<file path="config.mk">
export PLATFORM = sky130hd
export DESIGN_NAME = inst_fetch_unit_flat
export DESIGN_NICKNAME = d
export VERILOG_FILES = /design/src/rtl/inst_fetch_if.sv /design/src/rtl/inst_fetch_unit.sv /design/src/flat_wrapper.sv
export SDC_FILE = /design/constraint.sdc
export NUM_CORES = 1
export LEC_CHECK = 0
export CAP_MARGIN = 20
export CORE_ASPECT_RATIO = 0.7
export CORE_UTILIZATION = 41
export DETAILED_ROUTE_END_ITERATION = 6
export PLACE_DENSITY = 0.79
export SLEW_MARGIN = 40
export SYNTH_ARGS = -nofsm -noshare
export SYNTH_HDL_FRONTEND = slang
export SYNTH_SLANG_ARGS = --single-unit
</file>
<file path="constraint.sdc">
create_clock -name clk -period 2.1 [get_ports clk]
set_input_delay 0.21 -clock clk [delete_from_list [all_inputs] [get_ports clk]]
set_output_delay 0.21 -clock clk [all_outputs]
set_load 0.01 [all_outputs]
</file>
<file path="src/rtl/inst_fetch_if.sv">
// Fetch-stage bus bundle: control from decode/execute, ROM address/data and the
// IF/ID pipeline register outputs. The master side is the fetch unit.
interface inst_fetch_if #(
  parameter int unsigned PC_W   = 10,
  parameter int unsigned INST_W = 16
);
  logic              enable;
  logic              stall;
  logic              jump;
  logic [PC_W-1:0]   jump_target;
  logic              branch_taken;
  logic [PC_W-1:0]   branch_target;
  logic [PC_W-1:0]   iAddress;
  logic [INST_W-1:0] oInstruction;
  logic [INST_W-1:0] if_id_inst;
  logic [PC_W-1:0]   if_id_pc;
  logic              if_id_valid;
  logic [2:0]        fetch_state;
  logic              bound_fault;

  modport master (
    input  enable, stall, jump, jump_target, branch_taken, branch_target,
           oInstruction,
    output iAddress, if_id_inst, if_id_pc, if_id_valid, fetch_state,
           bound_fault
  );

  modport slave (
    output enable, stall, jump, jump_target, branch_taken, branch_target,
           oInstruction,
    input  iAddress, if_id_inst, if_id_pc, if_id_valid, fetch_state,
           bound_fault
  );
endinterface

</file>
<file path="src/rtl/inst_fetch_unit.sv">
// Instruction-fetch stage: owns the PC, addresses the ROM and fills IF/ID.
// Define IFETCH_BOUND_TRAP_EN to trap (HALT + bound_fault) instead of wrapping past ROM_LAST.
module inst_fetch_unit #(
  parameter int unsigned       PC_W     = 10,
  parameter int unsigned       INST_W   = 16,
  parameter logic [PC_W-1:0]   RESET_PC = '0,
  parameter logic [PC_W-1:0]   ROM_LAST = '1,
  parameter logic [INST_W-1:0] NOP_INST = '0
) (
  input  logic         clk,
  input  logic         reset_n,
  inst_fetch_if.master bus
);

  typedef enum logic [2:0] {
    S_IDLE    = 3'd0,
    S_RUN     = 3'd1,
    S_STALLED = 3'd2,
    S_FLUSH   = 3'd3,
    S_HALT    = 3'd4
  } state_e;

  state_e            state_q, state_d;
  logic [PC_W-1:0]   pc_q, pc_d;
  logic [INST_W-1:0] if_id_inst_q, if_id_inst_d;
  logic [PC_W-1:0]   if_id_pc_q, if_id_pc_d;
  logic              if_id_valid_q, if_id_valid_d;

  logic              active, redirect, fetch, trap;
  logic [PC_W-1:0]   redirect_pc, pc_inc;

  // FLUSH behaves like RUN on its edge: the bubble is already in IF/ID and
  // the redirect target is fetched now.
  assign active      = (state_q == S_RUN) || (state_q == S_STALLED) ||
                       (state_q == S_FLUSH);
  assign redirect    = active && (bus.branch_taken || bus.jump);
  assign redirect_pc = bus.branch_taken ? bus.branch_target : bus.jump_target;
  assign fetch       = active && !redirect && !bus.stall && bus.enable;

`ifdef IFETCH_BOUND_TRAP_EN
  logic bound_fault_q, bound_fault_d;

  // ROM_LAST was fetched on the previous edge with the increment suppressed,
  // so PC and the IF/ID slot both sit on ROM_LAST.
  assign trap   = fetch && (pc_q == ROM_LAST) && if_id_valid_q &&
                  (if_id_pc_q == ROM_LAST);
  assign pc_inc = (pc_q == ROM_LAST) ? pc_q : pc_q + PC_W'(1);
  assign bus.bound_fault = bound_fault_q;
`else
  assign trap   = 1'b0;
  assign pc_inc = (pc_q == ROM_LAST) ? '0 : pc_q + PC_W'(1);
  assign bus.bound_fault = 1'b0;
`endif

  // State and datapath registers.
  always_ff @(posedge clk or negedge reset_n) begin
    if (!reset_n) begin
      state_q       <= S_IDLE;
      pc_q          <= RESET_PC;
      if_id_inst_q  <= NOP_INST;
      if_id_pc_q    <= '0;
      if_id_valid_q <= 1'b0;
`ifdef IFETCH_BOUND_TRAP_EN
      bound_fault_q <= 1'b0;
`endif
    end else begin
      // NOTE: non-blocking so every flop samples the pre-edge values of the others.
      state_q       <= state_d;
      pc_q          <= pc_d;
      if_id_inst_q  <= if_id_inst_d;
      if_id_pc_q    <= if_id_pc_d;
      if_id_valid_q <= if_id_valid_d;
`ifdef IFETCH_BOUND_TRAP_EN
      bound_fault_q <= bound_fault_d;
`endif
    end
  end

  // Next state: redirect > stall > enable=0 > trap > fetch.
  always_comb begin
    // NOTE: default first so no path leaves state_d unassigned (no latch).
    state_d = state_q;
    case (state_q)
      S_IDLE: if (bus.enable) state_d = S_RUN;
      S_RUN, S_STALLED, S_FLUSH: begin
        if (redirect)         state_d = S_FLUSH;
        else if (bus.stall)   state_d = S_STALLED;
        else if (!bus.enable) state_d = S_IDLE;
        else if (trap)        state_d = S_HALT;
        else                  state_d = S_RUN;
      end
      S_HALT:  state_d = S_HALT;
      default: state_d = S_IDLE;
    endcase
  end

  // PC and IF/ID updates; everything holds unless a redirect, trap or fetch.
  always_comb begin
    pc_d          = pc_q;
    if_id_inst_d  = if_id_inst_q;
    if_id_pc_d    = if_id_pc_q;
    if_id_valid_d = if_id_valid_q;
`ifdef IFETCH_BOUND_TRAP_EN
    bound_fault_d = bound_fault_q;
`endif
    if (redirect) begin
      pc_d          = redirect_pc;
      if_id_inst_d  = NOP_INST;
      if_id_valid_d = 1'b0;
    end else if (trap) begin
      if_id_inst_d  = NOP_INST;
      if_id_valid_d = 1'b0;
`ifdef IFETCH_BOUND_TRAP_EN
      bound_fault_d = 1'b1;
`endif
    end else if (fetch) begin
      pc_d          = pc_inc;
      if_id_inst_d  = bus.oInstruction;
      if_id_pc_d    = pc_q;
      if_id_valid_d = 1'b1;
    end
  end

  assign bus.iAddress    = pc_q;
  assign bus.if_id_inst  = if_id_inst_q;
  assign bus.if_id_pc    = if_id_pc_q;
  assign bus.if_id_valid = if_id_valid_q;
  assign bus.fetch_state = state_q;

endmodule

</file>
<file path="src/flat_wrapper.sv">
// flat-port wrapper written by rule: the top's interface ports become plain ports
module inst_fetch_unit_flat 
#(
  parameter int unsigned       PC_W     = 10,
  parameter int unsigned       INST_W   = 16,
  parameter logic [PC_W-1:0]   RESET_PC = '0,
  parameter logic [PC_W-1:0]   ROM_LAST = '1,
  parameter logic [INST_W-1:0] NOP_INST = '0
)
  (clk, reset_n, bus_enable, bus_stall, bus_jump, bus_jump_target, bus_branch_taken, bus_branch_target, bus_oInstruction, bus_iAddress, bus_if_id_inst, bus_if_id_pc, bus_if_id_valid, bus_fetch_state, bus_bound_fault);
  inst_fetch_if #(.PC_W(PC_W), .INST_W(INST_W)) bus_i ();
  input  logic clk;
  input  logic reset_n;
  input wire logic [$bits(bus_i.enable)-1:0] bus_enable;
  input wire logic [$bits(bus_i.stall)-1:0] bus_stall;
  input wire logic [$bits(bus_i.jump)-1:0] bus_jump;
  input wire logic [$bits(bus_i.jump_target)-1:0] bus_jump_target;
  input wire logic [$bits(bus_i.branch_taken)-1:0] bus_branch_taken;
  input wire logic [$bits(bus_i.branch_target)-1:0] bus_branch_target;
  input wire logic [$bits(bus_i.oInstruction)-1:0] bus_oInstruction;
  output wire logic [$bits(bus_i.iAddress)-1:0] bus_iAddress;
  output wire logic [$bits(bus_i.if_id_inst)-1:0] bus_if_id_inst;
  output wire logic [$bits(bus_i.if_id_pc)-1:0] bus_if_id_pc;
  output wire logic [$bits(bus_i.if_id_valid)-1:0] bus_if_id_valid;
  output wire logic [$bits(bus_i.fetch_state)-1:0] bus_fetch_state;
  output wire logic [$bits(bus_i.bound_fault)-1:0] bus_bound_fault;
  assign bus_i.enable = bus_enable;
  assign bus_i.stall = bus_stall;
  assign bus_i.jump = bus_jump;
  assign bus_i.jump_target = bus_jump_target;
  assign bus_i.branch_taken = bus_branch_taken;
  assign bus_i.branch_target = bus_branch_target;
  assign bus_i.oInstruction = bus_oInstruction;
  assign bus_iAddress = bus_i.iAddress;
  assign bus_if_id_inst = bus_i.if_id_inst;
  assign bus_if_id_pc = bus_i.if_id_pc;
  assign bus_if_id_valid = bus_i.if_id_valid;
  assign bus_fetch_state = bus_i.fetch_state;
  assign bus_bound_fault = bus_i.bound_fault;
  inst_fetch_unit #(.PC_W(PC_W), .INST_W(INST_W), .RESET_PC(RESET_PC), .ROM_LAST(ROM_LAST), .NOP_INST(NOP_INST)) u_core (.clk(clk), .reset_n(reset_n), .bus(bus_i));
endmodule
</file>
# --- Yosys cells after proc, flatten, opt, wreduce, memory -nomap -nowiden ---
# Cells that the tools add are included.
totals:
  regBits: 40
  latchBits: 0
  ramBits: 0
  rom_bits: 0
  input_bits: 42
  output_inout_bits: 41
  wordCells: 39
  memories: 0
op_classes:
  n_addsub: 1
  mul: 0
  div_mod_pow: 0
  n_lt_le_gt_ge: 0
  n_eq_ne: 6
  shifts: 0
  mux: 13
  n_bitwise: 1
  n_reduce_logical: 13
op_table:
  columns: ["cell", "n"]
  rows:
  - ["$mux 10", 4]
  - ["$mux 16", 2]
  - ["$add 10x1->10 const B", 1]
  - ["$eq 10x10->1 const B", 1]
  - ["$mux 3", 3]
  - ["$pmux 3 s3", 1]
  - ["$eq 3x2->1 const B", 2]
  - ["$logic_and 1x1->1", 4]
  - ["$eq 3x1->1 const B", 1]
  - ["$eq 3x3->1 const B", 1]
  - ["$logic_not 3->1", 1]
  - ["$logic_or 1x1->1", 3]
  - ["$mux 1", 3]
  - ["$reduce_or 3->1", 1]
  - ["$logic_not 1->1", 2]
  - ["$ne 2x2->1 const B", 1]
  - ["$reduce_and 2->1", 1]
  - ["$reduce_bool 2->1", 1]
  - ["$not 1->1", 1]

# --- Depth between registers and ports, before layout ---
# Gate-level depths: netlist (run 1).
depth:
  word_depth: 10
  depth_mapped: 5

# --- Least setup slack after synthesis (run 1) ---
# Ideal clock, no wire load.
synth_timing:
  path_type: "reg2reg"
  startpoint: "register u_core.pc_q[0] (netlist: u_core.bus.iAddress[0])"
  endpoint: "register u_core.pc_q[5] (netlist: u_core.bus.iAddress[5])"
  arrival_ps: 1591
  required_time_ps: 1974
  path_slack_ps: 383
  stages_incl_launch_ff: 6
  path_buffers: 0
  period_less_slack_ps: 1717
  path_cell_list: "dfrtp_1 ha_1 nand4_1 or3b_1 a31oi_1 o21ai_0"
synth_via:
  elab_chain_cells: 4
  word_cells_on_any_way: 5
synth_rtl:
  columns: ["item", "line", "text"]
  rows:
  - ["from (decl)", "inst_fetch_unit.sv:24", "logic [PC_W-1:0] pc_q, pc_d;"]
  - ["from (signal assigned)", "inst_fetch_unit.sv:69", "pc_q <= pc_d;"]
  - ["$add 10x1->10 / $eq 10x10->1 (equally long branches)", "inst_fetch_unit.sv:51", "assign pc_inc = (pc_q == ROM_LAST) ? '0 : pc_q + PC_W'(1);"]
  - ["$mux 10 (*)", "inst_fetch_unit.sv:51", null]
  - ["$mux 10 (*)", "inst_fetch_unit.sv:116", "end else if (fetch) begin"]
  - ["$mux 10 (*)", "inst_fetch_unit.sv:106", "if (redirect) begin"]
# Mark *: on every way between the ends. The rest lies on a longest branch, timed or not. The select of a mux whose other input is x is not followed.
# A chain may end at the register's enable or synchronous reset.

# --- Worst setup path after layout (run 1) ---
# Same ends and word-level chain as after synthesis.

==> flow_summary_export.csv, run 1 <==
group,metric,value,unit
timing,fin_tns_setup,0,ns
place,place_congestion,0.823,
route,drtPass1Iterations,7,
logic_synthesis,synthXorXnorAreaFrac,0.0142,
timing,min_period,1.74,ns
clock_tree,htreeDepth,2,
clock_tree,cts_made_buffers,5,
place,dp_hpwl,3.35,mm
logic_synthesis,syn-cell-area,0.00185,mm²
finish,syn_to_final_growth,56.0,%
global_route,grt_use_total,0.212,
logic_synthesis,yosys-mux-area-fraction,0.109,
timing,fmax,576,MHz
clock_tree,clk_latency,0.29,ns
route,ant_nets,0,
critical_path,r2r_cells,5,
critical_path,crit_path_start,"u_core.bus.iAddress[0]$_DFFE_PN0P_",
logic_synthesis,synthesis.instances,155,
critical_path,worst-setup-path-type,"reg2reg",
logic_synthesis,synthAdderAreaFrac,0.00675,
power_and_ir_drop,vdd_drop_max,0.000405,V
timing,skew,0.00169,ns
logic_synthesis,synthArstFlopShare,1.00,
logic_synthesis,synth-compound-area-share,0.160,
route,drc_errors,1,
die,rows,20,
critical_path,crit_arrival,1.91,ns
clock_tree,cts_setup_buffers,0,
global_route,grt-ovfl-total,0,
logic_synthesis,synth_warnings,0,
flow_run,drv_cap,0,
die,core_area,0.00433,mm²
die,design.die.area,0.00480,mm²
clock_tree,cts_tree,"done",
power_and_ir_drop,powerDensity,685,mW/mm²
critical_path,cp_slowest_cell,"or3b_1",
logic_synthesis,syn_area_per_cell,12.0,µm²
clock_tree,cts_buffer_depth,2,
logic_synthesis,synth_top_family_by_area,"compound AO/OA/AOI/OAI gates",
die,ioPinCount,83,
critical_path,start_kind,"flop",
logic_synthesis,synth_cell_type_count,43,
critical_path,path_delay_family,"simple AND/OR/NAND/NOR gates",
finish,drive_gt1_frac,0.137,
timing,setup_slack,0.364,ns
critical_path,crit_cells,5,
critical_path,slowest_delay,0.48,ns
power_and_ir_drop,total_power,1.98,mW
route,via_count,1615,
route,vias_per_cell,5.33,
clock_tree,cts_resized,0,
critical_path,worstSetupEndpointType,"flop",
logic_synthesis,synth-main-ff-cell,"dfrtp_1",
die,start_util,0.428,
critical_path,worst-path-max-fanout,7,
critical_path,critPathBufInv,0,
clock_tree,cts-root-buf,"clkbuf_8",
logic_synthesis,seq_area_frac_synth,0.540,
logic_synthesis,synth_edf_count,0,
clock_tree,clk_pin_slew,0.08,ns
die,die_x,82.4,µm
clock_tree,clock-sinks,40,
finish,final_util,0.668,
timing,finalHoldViolCount,0,
timing,rsz0062_at_grt,"no",
finish,n_antenna_cell,0,
route,wl_per_cell,14.9,µm
place,place_ws,0.166,ns
global_route,grt_pass1_wl,7.58,mm
power_and_ir_drop,power_leakage,1.20,nW
timing,min_period_over_period,0.826,
finish,nets,290,
global_route,grt_pass1_vias,1597,
route,drt_iter0_drc,72,
route,wl,4.51,mm
critical_path,crit-reg2reg-launch,"u_core.bus.iAddress[0]$_DFFE_PN0P_",
timing,finalMaxSlewViolations,0,
die,die_y,58.2,µm
clock_tree,cts_hold_buf,1,
critical_path,worstPathRequired,2.27,ns
place,io_buffers,81,
logic_synthesis,syn-num-nets,198,
outcome,outcome,"finished, violations left",
timing,setup_viol,0,
worst_hold_path,worst_hold_path_type,"in2async",
outcome,violations,"DRC",
logic_synthesis,yosys.area_share.simple,0.143,
critical_path,path_cells,"ha_1, nand4_1, or3b_1, a31oi_1, o21ai_0",
logic_synthesis,ys_ff_latch,40,
global_route,grt_max_degree,41,
global_route,antenna_found_initial,0,
## state kept, by name, indices dropped and copies added (netlist names)
register                cells
u_core.bus.fetch_state      3
u_core.bus.if_id_pc        10
u_core.bus.if_id_valid      1
u_core.bus.iAddress        10
u_core.bus.if_id_inst      16
## cell type report
type / instances / area (µm²)
clock inverters: 1 / 7.51
clock buffers: 7 / 86.3
well taps: 55 / 68.8
flip-flops and latches: 40 / 1000
fillers: 351 / 1440
inverters: 2 / 7.51
multi-input cells: 105 / 807
repair buffers: 93 / 913
## stage by stage
stage | hold WS, ns | cells | instance area (µm²)
floorplan | -0.0856 | 155 | 1850
global placement | 0.366 | 294 | 2790
detailed placement | 0.218 | 294 | 2790
CTS | 0.445 | 303 | 2890
global route | 0.459 | 303 | 2890
finish | 0.423 | 303 | 2890
## kinds of logic after synthesis
| family | Yosys count |
|---|---|
| buf+inv | 10 |
| simple gates | 43 |
| other cells | 1 |
| xor+xnor | 3 |
| flops | 40 |
| compound gates | 38 |
| fa+ha+maj | 1 |
| mux | 19 |
## metal layers
metal | wire (µm) | GRT usage | share of wire | vias up
li1 | - | - | - | 765
met2 | 1940 | 0.315 | 0.43 | 64
met5 | 0 | 0 | 0 | -
met3 | 315 | 0.0520 | 0.070 | 7
met1 | 2210 | 0.311 | 0.49 | 779
met4 | 38 | 0.0526 | 0.0084 | 0
## worst paths after layout
check	slack, ns	to
hold reg to reg	0.49	u_core.bus.if_id_pc[7]$_DFFE_PN0P_
max in group asynchronous	1.33	u_core.bus.fetch_state[0]$_DFFE_PN0P_
setup / recovery	0.36	u_core.bus.iAddress[5]$_DFFE_PN0P_
setup reg to reg	0.36	u_core.bus.iAddress[5]$_DFFE_PN0P_
min in group clk	0.49	u_core.bus.if_id_pc[7]$_DFFE_PN0P_
hold / removal	0.42	u_core.bus.if_id_inst[3]$_DFFE_PN0P_
## cells in the final DEF, fill, tap and decap left out, types with 6 or more instances in the layout
cell,netlist,layout
mux2i_1,9,9
nand2_1,12,12
nand3_1,6,6
clkdlybuf4s50_1,0,80
dfrtp_1,40,40
buf_4,1,11
clkbuf_8,0,6
a22o_1,16,16
mux2_2,7,7
## cell usage after synthesis, types with 3 or more instances
master / count / share of area
o21ai_0: 3 / 0.0081
mux2_1: 3 / 0.018
dfrtp_1: 40 / 0.54
nor2b_1: 3 / 0.010
a211oi_1: 3 / 0.012
a22o_1: 16 / 0.076
o221ai_1: 3 / 0.014
buf_2: 3 / 0.0081
clkbuf_1: 3 / 0.0061
nand4_1: 3 / 0.010
nor3_1: 3 / 0.0081
nor2_1: 3 / 0.0061
nand2_1: 12 / 0.024
mux2_2: 7 / 0.043
nand3_1: 6 / 0.016
mux2i_1: 9 / 0.049
a21oi_1: 3 / 0.0081
## report_power, final
part	total [mW]	switching (mW)	internal, mW
clock network	0.528	0.261	0.267
registers	0.939	0.0782	0.861
logic	0.515	0.194	0.321
No activity file was read; power rests on OpenSTA's default activity.
==> run 2, diff against run 1 <==
- clock period: 2.1 -> 1.75 ns (I/O delays scaled with it)
==> run 2 against run 1 <==
The flow still finishes with violations (DRC). Die area stayed put. Critical endpoint is now u_core.bus.iAddress[2]$_DFFE_PN0P_. Largest cell class unchanged. Setup slack got worse by 0.25 ns. Cell count grew 3.6%. Sequential power is 17% higher. Total power increased by 19%. Clock skew up 0.0026 ns. Count of clock-buffer cells in the layout decreased by 1. Flip-flop and latch count is the same.
==> flow_summary_export.csv, run 2 (synthesis results as in run 1) <==
group,metric,value,unit
critical_path,worst-setup-path-type,"in2reg",
timing,finalMaxSlewViolations,0,
power_and_ir_drop,power_leakage,1.25,nW
route,ant_nets,0,
global_route,grt_use_met2,0.329,
finish,syn_to_final_growth,59.9,%
global_route,top_usage_layer,"met1",
route,drt_iter0_drc,119,
critical_path,critPathBufInv,2,
global_route,grt_pass1_vias,1611,
critical_path,path_delay_family,"simple AND/OR/NAND/NOR gates",
timing,rsz0062_at_grt,"no",
timing,setup_viol,0,
critical_path,crit_arrival,1.83,ns
die,ioPinCount,83,
clock_tree,cts_setup_buffers,0,
clock_tree,cts_buffer_depth,2,
critical_path,path_cells,"clkdlybuf4s50_1, or4b_4, nor2_2, buf_12, nand2_1, o221ai_1",
place,place_congestion,0.859,
clock_tree,cts_made_buffers,5,
place,io_buffers,81,
critical_path,start_kind,"input port",
clock_tree,clock-sinks,40,
route,drtPass1Iterations,6,
route,wl,4.85,mm
clock_tree,clk_pin_slew,0.07,ns
critical_path,slowest_delay,0.62,ns
global_route,antenna_found_initial,0,
die,rows,20,
critical_path,r2r_cells,5,
timing,finalHoldViolCount,0,
die,die_y,58.2,µm
critical_path,crit_cells,6,
power_and_ir_drop,vdd_drop_max,0.000472,V
critical_path,worstSetupEndpointType,"flop",
die,start_util,0.428,
finish,layout_common_cells,"clkdlybuf4s50_1 (80), dfrtp_1 (40), buf_4 (22), a22o_1 (16), nand2_1 (12)",
power_and_ir_drop,powerDensity,794,mW/mm²
die,design.die.area,0.00480,mm²
global_route,grt_use_total,0.224,
finish,largest_reg_flops,16,
place,place_ws,-0.180,ns
critical_path,cp_slowest_cell,"or4b_4",
clock_tree,clk_latency,0.28,ns
global_route,grtUsageMet3,0.0504,
route,drc_errors,1,
timing,min_period,1.64,ns
clock_tree,cts_tree,"done",
timing,setup_slack,0.110,ns
critical_path,worst-path-max-fanout,21,
global_route,met1_usage,0.341,
global_route,grt_pass1_wl,7.98,mm
global_route,grt_max_degree,28,
route,vias_per_cell,5.24,
place,dp_hpwl,3.72,mm
clock_tree,cts-root-buf,"clkbuf_8",
global_route,grt-ovfl-total,0,
finish,mostFrequentLayoutCell,"clkdlybuf4s50_1",
finish,drive_gt1_frac,0.174,
finish,n_antenna_cell,0,
timing,skew,0.00426,ns
clock_tree,htreeDepth,2,
route,via_count,1646,
timing,worst_slew_pin_slew,0.599,ns
die,core_area,0.00433,mm²
outcome,violations,"DRC",
die,die_x,82.4,µm
route,wl_per_cell,15.4,µm
worst_hold_path,worst_hold_path_type,"in2async",
finish,nets,302,
critical_path,worstPathRequired,1.94,ns
timing,min_period_over_period,0.937,
timing,fmax,610,MHz
timing,max_slew_margin,0.601,
outcome,outcome,"finished, violations left",
timing,hold_slack,0.455,ns
flow_run,drv_cap,0,
==> run 2: cell count changes in the layout (fill, tap and decap cells not counted), sizes merged <==
cell | previous run | this run
buf | 12 | 24
clkbuf | 7 | 6
clkinv | 0 | 1
clkinvlp | 1 | 0
==> run 2: worst register-to-register path: stages (launching register included) <==
cell,delay [ns]
dfrtp_1,0.36
ha_1,0.23
nand4_1,0.14
or3b_1,0.48
a31oi_1,0.20
o21ai_0,0.10
==> run 2: metal layers <==
layer | vias to the layer above | routed length, µm
met4 | 0 | 0
met2 | 61 | 2190
li1 | 786 | -
met3 | 0 | 304
met1 | 799 | 2360
met5 | - | 0
==> run 2: worst paths after layout <==
path	start	to	slack, ns
setup / recovery	bus_jump	u_core.bus.iAddress[2]$_DFFE_PN0P_	0.11
hold / removal	reset_n	u_core.bus.if_id_inst[2]$_DFFE_PN0P_	0.45
setup reg to reg	u_core.bus.iAddress[1]$_DFFE_PN0P_	u_core.bus.iAddress[5]$_DFFE_PN0P_	0.13
hold reg to reg	u_core.bus.if_id_pc[9]$_DFFE_PN0P_	u_core.bus.if_id_pc[9]$_DFFE_PN0P_	0.50
max in group asynchronous	reset_n	u_core.bus.iAddress[2]$_DFFE_PN0P_	0.74
min in group clk	u_core.bus.if_id_pc[9]$_DFFE_PN0P_	u_core.bus.if_id_pc[9]$_DFFE_PN0P_	0.50
==> run 2: layout make-up <==
type | count | area (µm²)
Inverter | 2 | 7.51
Clock inverter | 1 | 5.00
Sequential cell | 40 | 1000
Timing Repair Buffer | 105 | 1000
Clock buffer | 6 | 72.6
Fill cell | 339 | 1370
Tap cell | 55 | 68.8
Multi-Input combinational cell | 105 | 807
==> run 2: metrics by stage <==
step | area, µm² | std cells | setup TNS [ns] | util | power [mW]
floorplan | 1850 | 155 | 0 | - | 1.36
detailed placement | 2880 | 306 | -3.46 | 0.664 | 1.81
finish | 2960 | 314 | 0 | 0.684 | 2.35
global route | 2960 | 314 | 0 | 0.684 | 2.49
CTS | 2960 | 314 | 0 | 0.684 | 2.38
global placement | 2880 | 306 | -1.91 | 0.664 | 1.79
==> run 2: where the power goes <==
part           switching, mW  internal (mW)  total (mW)
registers             0.0691           1.03        1.10
logic                  0.267          0.418       0.685
clock network          0.295          0.271       0.566
==> run 2: repair_timing <==
item	CTS	global route
hold endpoints to repair	25	0
hold buffers	1	0
endpoints found under the setup margin	0	0
gates resized for setup	0	0
==> run 3, diff against run 2 <==
- PLACE_DENSITY: 0.79 -> not set
- PLACE_DENSITY_LB_ADDON: not set -> 0.05
- SKIP_LAST_GASP: not set -> 1
==> run 3 against run 2 <==
The flow now finishes without violations. First-iteration DRC count up 9.2%. Count of clock-buffer cells in the layout unchanged. Sequential share of layout area about the same. Sequential power about the same. Global-route usage up 0.93 points. Critical path depth unchanged. Clock skew up 0.0013 ns. Flip-flop and latch count unchanged.
==> flow_summary_export.csv, run 3 (synthesis results as in run 1) <==
group,metric,value,unit
worst_hold_path,worst_hold_path_type,"in2async",
finish,regArea,0.00100,mm²
power_and_ir_drop,vdd_drop_max,0.000591,V
clock_tree,cts-root-buf,"clkbuf_8",
global_route,grt_pass1_vias,1687,
place,dp_hpwl,3.92,mm
critical_path,start_kind,"input port",
critical_path,worstSetupEndpointType,"flop",
timing,fmax,594,MHz
route,wl_per_cell,16.0,µm
place,placed_cells,308,
clock_tree,cts_resized,0,
power_and_ir_drop,powerDensity,800,mW/mm²
critical_path,crit_arrival,1.88,ns
finish,mostFrequentLayoutCell,"clkdlybuf4s50_1",
finish,multiInputGateArea,807,µm²
die,start_util,0.428,
die,ioPinCount,83,
route,vias_per_cell,5.32,
place,place_congestion,0.784,
timing,setup_viol,0,
clock_tree,clock-sinks,40,
route,drt_iter0_drc,130,
die,die_y,58.2,µm
die,rows,20,
place,placed_cell_area,0.00288,mm²
finish,nets,304,
finish,layout_common_cells,"clkdlybuf4s50_1 (80), dfrtp_1 (40), buf_4 (25), a22o_1 (16), nand2_1 (12)",
route,wl,5.05,mm
route,drc_errors,0,
global_route,grt-ovfl-total,0,
clock_tree,cts_made_buffers,5,
route,drtPass1Iterations,4,
clock_tree,clk_latency,0.29,ns
finish,syn_to_final_growth,60.0,%
critical_path,crit-reg2reg-launch,"u_core.bus.iAddress[0]$_DFFE_PN0P_",
critical_path,r2r_cells,5,
route,ant_nets,0,
critical_path,worst-path-max-fanout,4,
timing,min_period_over_period,0.962,
finish,design_area,0.00297,mm²
place,io_buffers,81,
die,die_x,82.4,µm
clock_tree,clk_pin_slew,0.08,ns
power_and_ir_drop,total_power,2.37,mW
critical_path,worst_r2r_endpoint,"u_core.bus.iAddress[5]$_DFFE_PN0P_",
timing,rsz0062_at_grt,"no",
finish,fill_cells,321,
route,via_count,1681,
timing,finalHoldViolCount,0,
die,core_area,0.00433,mm²
outcome,outcome,"finished, final reports clean",
clock_tree,cts_buffer_depth,2,
critical_path,worstPathRequired,1.94,ns
finish,drive_gt1_frac,0.180,
global_route,grt_use_total,0.233,
clock_tree,cts_tree,"done",
finish,n_antenna_cell,0,
timing,finalMaxSlewViolations,0,
global_route,grt_max_degree,22,
critical_path,worst-setup-path-type,"in2reg",
timing,min_period,1.68,ns
finish,largest_reg_flops,16,
critical_path,reg2reg_slack,0.11,ns
global_route,antenna_found_initial,0,
timing,skew,0.00558,ns
power_and_ir_drop,power_leakage,1.26,nW
timing,hold_slack,0.368,ns
flow_run,drv_cap,0,
die,design.die.area,0.00480,mm²
finish,final_cells,316,
clock_tree,htreeDepth,2,
global_route,grt_pass1_wl,8.11,mm
run 3: changes by cell type in the layout (fill, tap and decap cells not counted):
cell and delta:
buf_12 -1, buf_4 +3
run 3: how the worst max path moves through the flow:
stage	cells after the start	start	slack (ns)	endpoint
2_1_floorplan	5	u_core.bus.iAddress[0]$_DFFE_PN0P_	0.03	u_core.bus.iAddress[5]$_DFFE_PN0P_
3_3_place_gp	8	bus_branch_taken	-0.11	u_core.bus.iAddress[4]$_DFFE_PN0P_
3_5_place_dp	6	bus_branch_taken	-0.23	u_core.bus.iAddress[0]$_DFFE_PN0P_
4_1_cts	6	bus_branch_taken	0.07	u_core.bus.iAddress[2]$_DFFE_PN0P_
5_1_grt	5	u_core.bus.iAddress[0]$_DFFE_PN0P_	0.01	u_core.bus.iAddress[5]$_DFFE_PN0P_
6_report	6	bus_branch_taken	0.07	u_core.bus.iAddress[2]$_DFFE_PN0P_
run 3: power breakdown:
| part | leakage, nW | internal [mW] | switching (mW) | total [mW] |
|---|---|---|---|---|
| logic | 0.714 | 0.415 | 0.268 | 0.683 |
| registers | 0.506 | 1.03 | 0.0762 | 1.11 |
| clock network | 0.0410 | 0.271 | 0.307 | 0.579 |
| total | 1.26 | 1.72 | 0.652 | 2.37 |
run 3: final cells by class:
type / instances / area share
timing repair buffer: 107 / 0.338
sequential: 40 / 0.338
multi-input combinational: 105 / 0.272
clock buffer: 6 / 0.0245
tap: 55 / 0.0232
inverter: 2 / 0.00253
clock inverter: 1 / 0.00169
run 3: critical path: stages:
cell and delay, ns:
clkdlybuf4s50_1 0.50, or4b_4 0.61, nor2_2 0.18, buf_4 0.15
nand2_1 0.06, o221ai_1 0.20
run 3: what timing repair did:
item / in CTS / in global routing
hold buffers: 1 / 0
buffers inserted: 0 / 0
endpoints found under the hold margin: 19 / 0
run 3: routing by layer:
metal	GRT usage	routed length [µm]
met3	0.0583	431
met5	0	0
met1	0.332	2250
met4	0.110	123
met2	0.332	2250
run 3: through the flow:
stage	TNS [ns]	setup WS (ns)	util
2_1_floorplan	0	0.0327	-
3_5_place_dp	-4.95	-0.228	0.665
5_1_grt	0	0.0106	0.685
6_report	0	0.0672	0.685
3_3_place_gp	-1.75	-0.108	0.665
4_1_cts	0	0.0710	0.685
==> RTL change 1, RTL diff (settings of run 2) <==
Add a define of `IFETCH_BOUND_TRAP_EN`.
--- a/src/rtl/inst_fetch_unit.sv
+++ b/src/rtl/inst_fetch_unit.sv
@@ -1,5 +1,7 @@
 // Instruction-fetch stage: owns the PC, addresses the ROM and fills IF/ID.
 // Define IFETCH_BOUND_TRAP_EN to trap (HALT + bound_fault) instead of wrapping past ROM_LAST.
+`define IFETCH_BOUND_TRAP_EN
+
 module inst_fetch_unit #(
   parameter int unsigned       PC_W     = 10,
   parameter int unsigned       INST_W   = 16,
Function: changed (Yosys sat finds a counterexample within 4 cycles, from zero or initial values and one cycle with reset_n low).
==> RTL change 1 against run 2 <==
Hold slack worse by 0.046 ns. Sequential cell count up 1. Sequential share of layout area down 4.0 points. Routed wire length up 31%. Clock skew up 0.0064 ns. Total power up 13%. Design area up 17%. Fmax down 3.0%. Synthesized area up 18%. Worst setup slack worse by 0.051 ns. Critical endpoint is now u_core.bus.iAddress[3]. Highest routed layer is now met4.
==> RTL change 1: results <==
metrics = {
    "run_status": {
        "status": "finished clean",
    },
    "critical_path": {
        "cpPeakStageDelay_ns": 0.43,
        "crit_family": "compound AO/OA/AOI/OAI gates",
        "path_max_fanout": 4,
        "cpMaxStageDelayCell": "dfrtp_2",
    },
    "route": {
        "first_pass_iters": 4,
        "via_per_inst": 5.43,
        "wl_per_cell_um": 16.3,
        "wl_met3_um": 494,
        "routed.top_layer": "met4",
        "dr.first_iter.drc_count": 103,
        "met2WireLength_mm": 2.82,
    },
    "logic_synthesis": {
        "yosys.cell_types.count": 52,
        "avgSynthCellArea_um2": 10.6,
        "synth.top_cells.by_count": "dfrtp_1, nand3_1, nand2_1, o21ai_1, nor2_1",
        "syn_nets": 248,
        "ys_seq_area_frac": 0.470,
    },
    "global_routing": {
        "met1_usage": 0.357,
        "gr-usage-met2": 0.346,
        "grt_pass1_wl_mm": 9.97,
        "met3_usage": 0.0449,
        "track_usage": 0.237,
    },
    "min_path": {
        "hold_path.class": "input port to flop",
    },
    "final_layout": {
        "drive_above_1_share": 0.219,
        "final_cell_count_no_fill": 389,
        "n_fill_cell": 377,
        "nets": 362,
    },
    "place": {
        "dp_cells": 377,
        "gp_congestion": 0.902,
        "dp_hpwl_mm": 4.74,
        "dp_slack_ns": -0.0913,
    },
    "power": {
        "p_leak_nw": 1.45,
    },
    "sta": {
        "fin_skew_ns": 0.0107,
        "worst_slew_pin_slew_ns": 0.660,
    },
}
## RTL change 1: cells by family after synthesis
family,share of synthesized area
mux,0.110
buf+inv,0.0459
fa+ha+maj,0.00573
flops,0.470
compound gates,0.189
simple gates,0.179
## RTL change 1: final timing paths
| path | slack, ns | end | start |
|---|---|---|---|
| worst max-delay path | 0.06 | u_core.bus.iAddress[3] | u_core.bus.iAddress[0] |
| worst min-delay path | 0.41 | u_core.bus.if_id_inst[14] | bus_oInstruction[14] |
| worst max register to register | 0.06 | u_core.bus.iAddress[3] | u_core.bus.iAddress[0] |
| worst min register to register | 0.48 | u_core.bus.bound_fault | u_core.bus.bound_fault |
| max in group asynchronous | 0.68 | u_core.bus.if_id_inst[7] | reset_n |
| min in group asynchronous | 0.44 | u_core.bus.iAddress[3] | reset_n |
## RTL change 1: power by group
group	switching, mW	internal, mW	leakage [nW]
registers	0.122	1.06	0.516
logic	0.323	0.510	0.879
clock network	0.325	0.319	0.0512
## RTL change 1: timing repair
action	in CTS	in global routing
cloned	0	1
gates resized for setup	2	5
setup buffers	0	2
setup endpoints to repair	3	35
hold buffers	1	0
endpoints found under the hold margin	28	0
pin swaps	0	4
## RTL change 1: layout make-up
class | count | area [µm²] | area share
multi-input cells | 150 | 1090 | 0.316
well taps | 69 | 86.3 | 0.0250
inverters | 1 | 3.75 | 0.00109
flip-flops and latches | 41 | 1030 | 0.298
clock inverters | 2 | 13.8 | 0.00399
clock buffers | 6 | 82.6 | 0.0239
repair buffers | 120 | 1150 | 0.332
## RTL change 1: through the flow
step | utilization | TNS, ns | area (µm²)
global placement | 0.662 | -0.615 | 3270
finish | 0.699 | 0 | 3450
CTS | 0.686 | -0.00213 | 3390
detailed placement | 0.662 | -1.94 | 3270
global route | 0.699 | 0 | 3450
floorplan | - | 0 | 2190
==> RTL change 2, RTL diff (settings of run 2) <==
Made on the original files. Make the reset (`reset_n`) synchronous in one clocked block.
--- a/src/rtl/inst_fetch_unit.sv
+++ b/src/rtl/inst_fetch_unit.sv
@@ -53,7 +53,7 @@
 `endif
 
   // State and datapath registers.
-  always_ff @(posedge clk or negedge reset_n) begin
+  always_ff @(posedge clk) begin
     if (!reset_n) begin
       state_q       <= S_IDLE;
       pc_q          <= RESET_PC;
Behaviour: differs if reset_n is asserted again (counterexample within 4 cycles, from zero or initial values and one cycle with reset_n low); with reset_n held inactive, the same outputs for 10 cycles.
==> RTL change 2 against run 2 <==
Design area fell by 1.0%. Routed wire length rose by 8.2%. Critical path depth down 2. Non-clock buffer count is the same. Sequential cell count did not move. Total power down 8.9%. Synthesized area is 2.1% lower. Worst setup slack better by 0.017 ns. Largest cell class is now non-clock buffers.
==> RTL change 2: results <==
metrics = {
    "run_status": {
        "status": "finished clean",
    },
    "critical_path": {
        "crit_arrival_ns": 1.80,
        "rr_worst_depth": 4,
        "reg2reg_to": "u_core.bus.iAddress[3]",
        "path_max_fanout": 6,
        "cpMaxStageDelayCell": "dfxtp_1",
        "crit_family": "simple AND/OR/NAND/NOR gates",
        "cpPeakStageDelay_ns": 0.45,
        "regToRegSetupSlack_ns": 0.13,
        "timing.rr.start": "u_core.bus.iAddress[5]",
    },
    "logic_synthesis": {
        "synth_area_leaders": "dfxtp_1, nand2_1, a21oi_1",
        "ys_seq_area_frac": 0.441,
        "synthFlopType": "dfxtp_1",
        "syn_nets": 266,
        "yosys_warnings": 0,
        "synth.top_cells.by_count": "nand2_1, dfxtp_1, a21oi_1, mux2i_1",
        "yosys.cell_types.count": 42,
        "ys_async_sr_fraction": 0,
    },
    "place": {
        "dp_hpwl_mm": 4.05,
        "dpl-instance-area_um2": 2820,
        "gp_congestion": 0.935,
        "portBuffers": 81,
    },
    "final_layout": {
        "nets": 363,
        "largest_reg_flops": 16,
        "diodes": 0,
        "n_fill_cell": 341,
        "drive_above_1_share": 0.112,
    },
    "min_path": {
        "min_to": "u_core.bus.if_id_inst[8]",
        "worstHoldPathCells": 3,
        "min-delay-start": "bus_oInstruction[8]",
        "hold_path.class": "input port to flop",
    },
    "clocking": {
        "path_clk_slew_ns": 0.08,
        "clock_latency_ns": 0.30,
        "cts_made_buffers": 5,
        "postCtsSetupBuffers": 0,
        "clockBufferDepth": 2,
        "htree_levels": 2,
        "cts-root-buf": "clkbuf_8",
    },
    "global_routing": {
        "grt-ovfl-total": 0,
        "grt_max_degree": 19,
        "grt_pass1_wl_mm": 8.49,
        "grt_pass1_vias": 1742,
        "track_usage": 0.241,
    },
    "sta": {
        "fin_skew_ns": 0.00773,
    },
    "route": {
        "dr_total_vias": 1927,
        "first_pass_iters": 4,
        "dr.first_iter.drc_count": 112,
        "wl_mm": 5.25,
    },
    "power": {
        "p_leak_nw": 1.05,
        "irDropWorstVdd_uv": 625,
    },
}
-- RTL change 2: changes by cell type in the layout (fill, tap and decap cells not counted), moves of 6 or more --
cell and change:
or3_1 +6, dfrtp_1 -40, nand2_1 +47, a22o_1 -16
a21oi_1 +26, dfxtp_1 +40, mux2_2 -6
-- RTL change 2: cell families (layout without fill, tap and decap cells) --
family / Yosys count / in the layout / share of synthesized area
compound gates: 55 / 55 / 0.187
xor+xnor: 1 / 1 / 0.00483
fa+ha+maj: 1 / 1 / 0.00690
buf+inv: 16 / 114 / 0.0448
flops: 40 / 40 / 0.441
mux: 10 / 10 / 0.0559
other cells: 1 / 1 / 0.00207
simple gates: 99 / 99 / 0.257
-- RTL change 2: worst max-delay path by stage --
| stage | start | end | slack (ns) | depth (start not counted) |
|---|---|---|---|---|
| 2_1_floorplan | u_core.bus.fetch_state[2] | u_core.bus.iAddress[9] | 0.08 | 6 |
| 3_3_place_gp | bus_jump | u_core.bus.iAddress[8] | -0.06 | 6 |
| 3_5_place_dp | bus_jump | u_core.bus.if_id_pc[9] | -0.13 | 7 |
| 4_1_cts | bus_jump | u_core.bus.if_id_inst[9] | 0.13 | 7 |
| 5_1_grt | bus_jump | u_core.bus.if_id_pc[9] | 0.03 | 7 |
| 6_report | u_core.bus.iAddress[5] | u_core.bus.iAddress[3] | 0.13 | 4 |
-- RTL change 2: worst min-delay path, stage by stage --
cell and delay [ns]:
clkdlybuf4s50_1 0.40, nand2_1 0.05, a21oi_1 0.05
-- RTL change 2: area by class of cell --
type | instances | area [µm²] | area share
Clock inverter | 3 | 42.5 | 0.0145
Tap cell | 52 | 65.1 | 0.0222
Sequential cell | 40 | 801 | 0.273
Clock buffer | 5 | 68.8 | 0.0235
Timing Repair Buffer | 105 | 1020 | 0.348
Multi-Input combinational cell | 167 | 932 | 0.318
Inverter | 1 | 3.75 | 0.00128
-- RTL change 2: what timing repair did --
item / 4_1_cts / 5_1_grt
hold endpoints to repair: 0 / 0
endpoints found under the setup margin: 0 / 1
resized for setup: 0 / 1
-- RTL change 2: power by group --
part | internal [mW] | leakage, nW | switching [mW]
clock | 0.422 | 0.0541 | 0.337
sequential | 0.940 | 0.324 | 0.0322
combinational | 0.241 | 0.670 | 0.172
total | 1.60 | 1.05 | 0.541
-- RTL change 2: metal layers --
layer	part of all wire	global-route usage
met5	0	0
met4	0.011	0.0740
met3	0.056	0.0614
met2	0.43	0.340
met1	0.50	0.358
-- RTL change 2: stage by stage --
step	instances	util	hold WS (ns)	worst slack (ns)	power (mW)
finish	373	0.717	0.416	0.128	2.14
global route	373	0.717	0.419	0.0336	2.23
CTS	373	0.716	0.418	0.129	2.15
detailed placement	365	0.689	0.446	-0.131	1.40
global placement	365	0.689	0.441	-0.0628	1.40
floorplan	223	-	0.311	0.0756	1.15
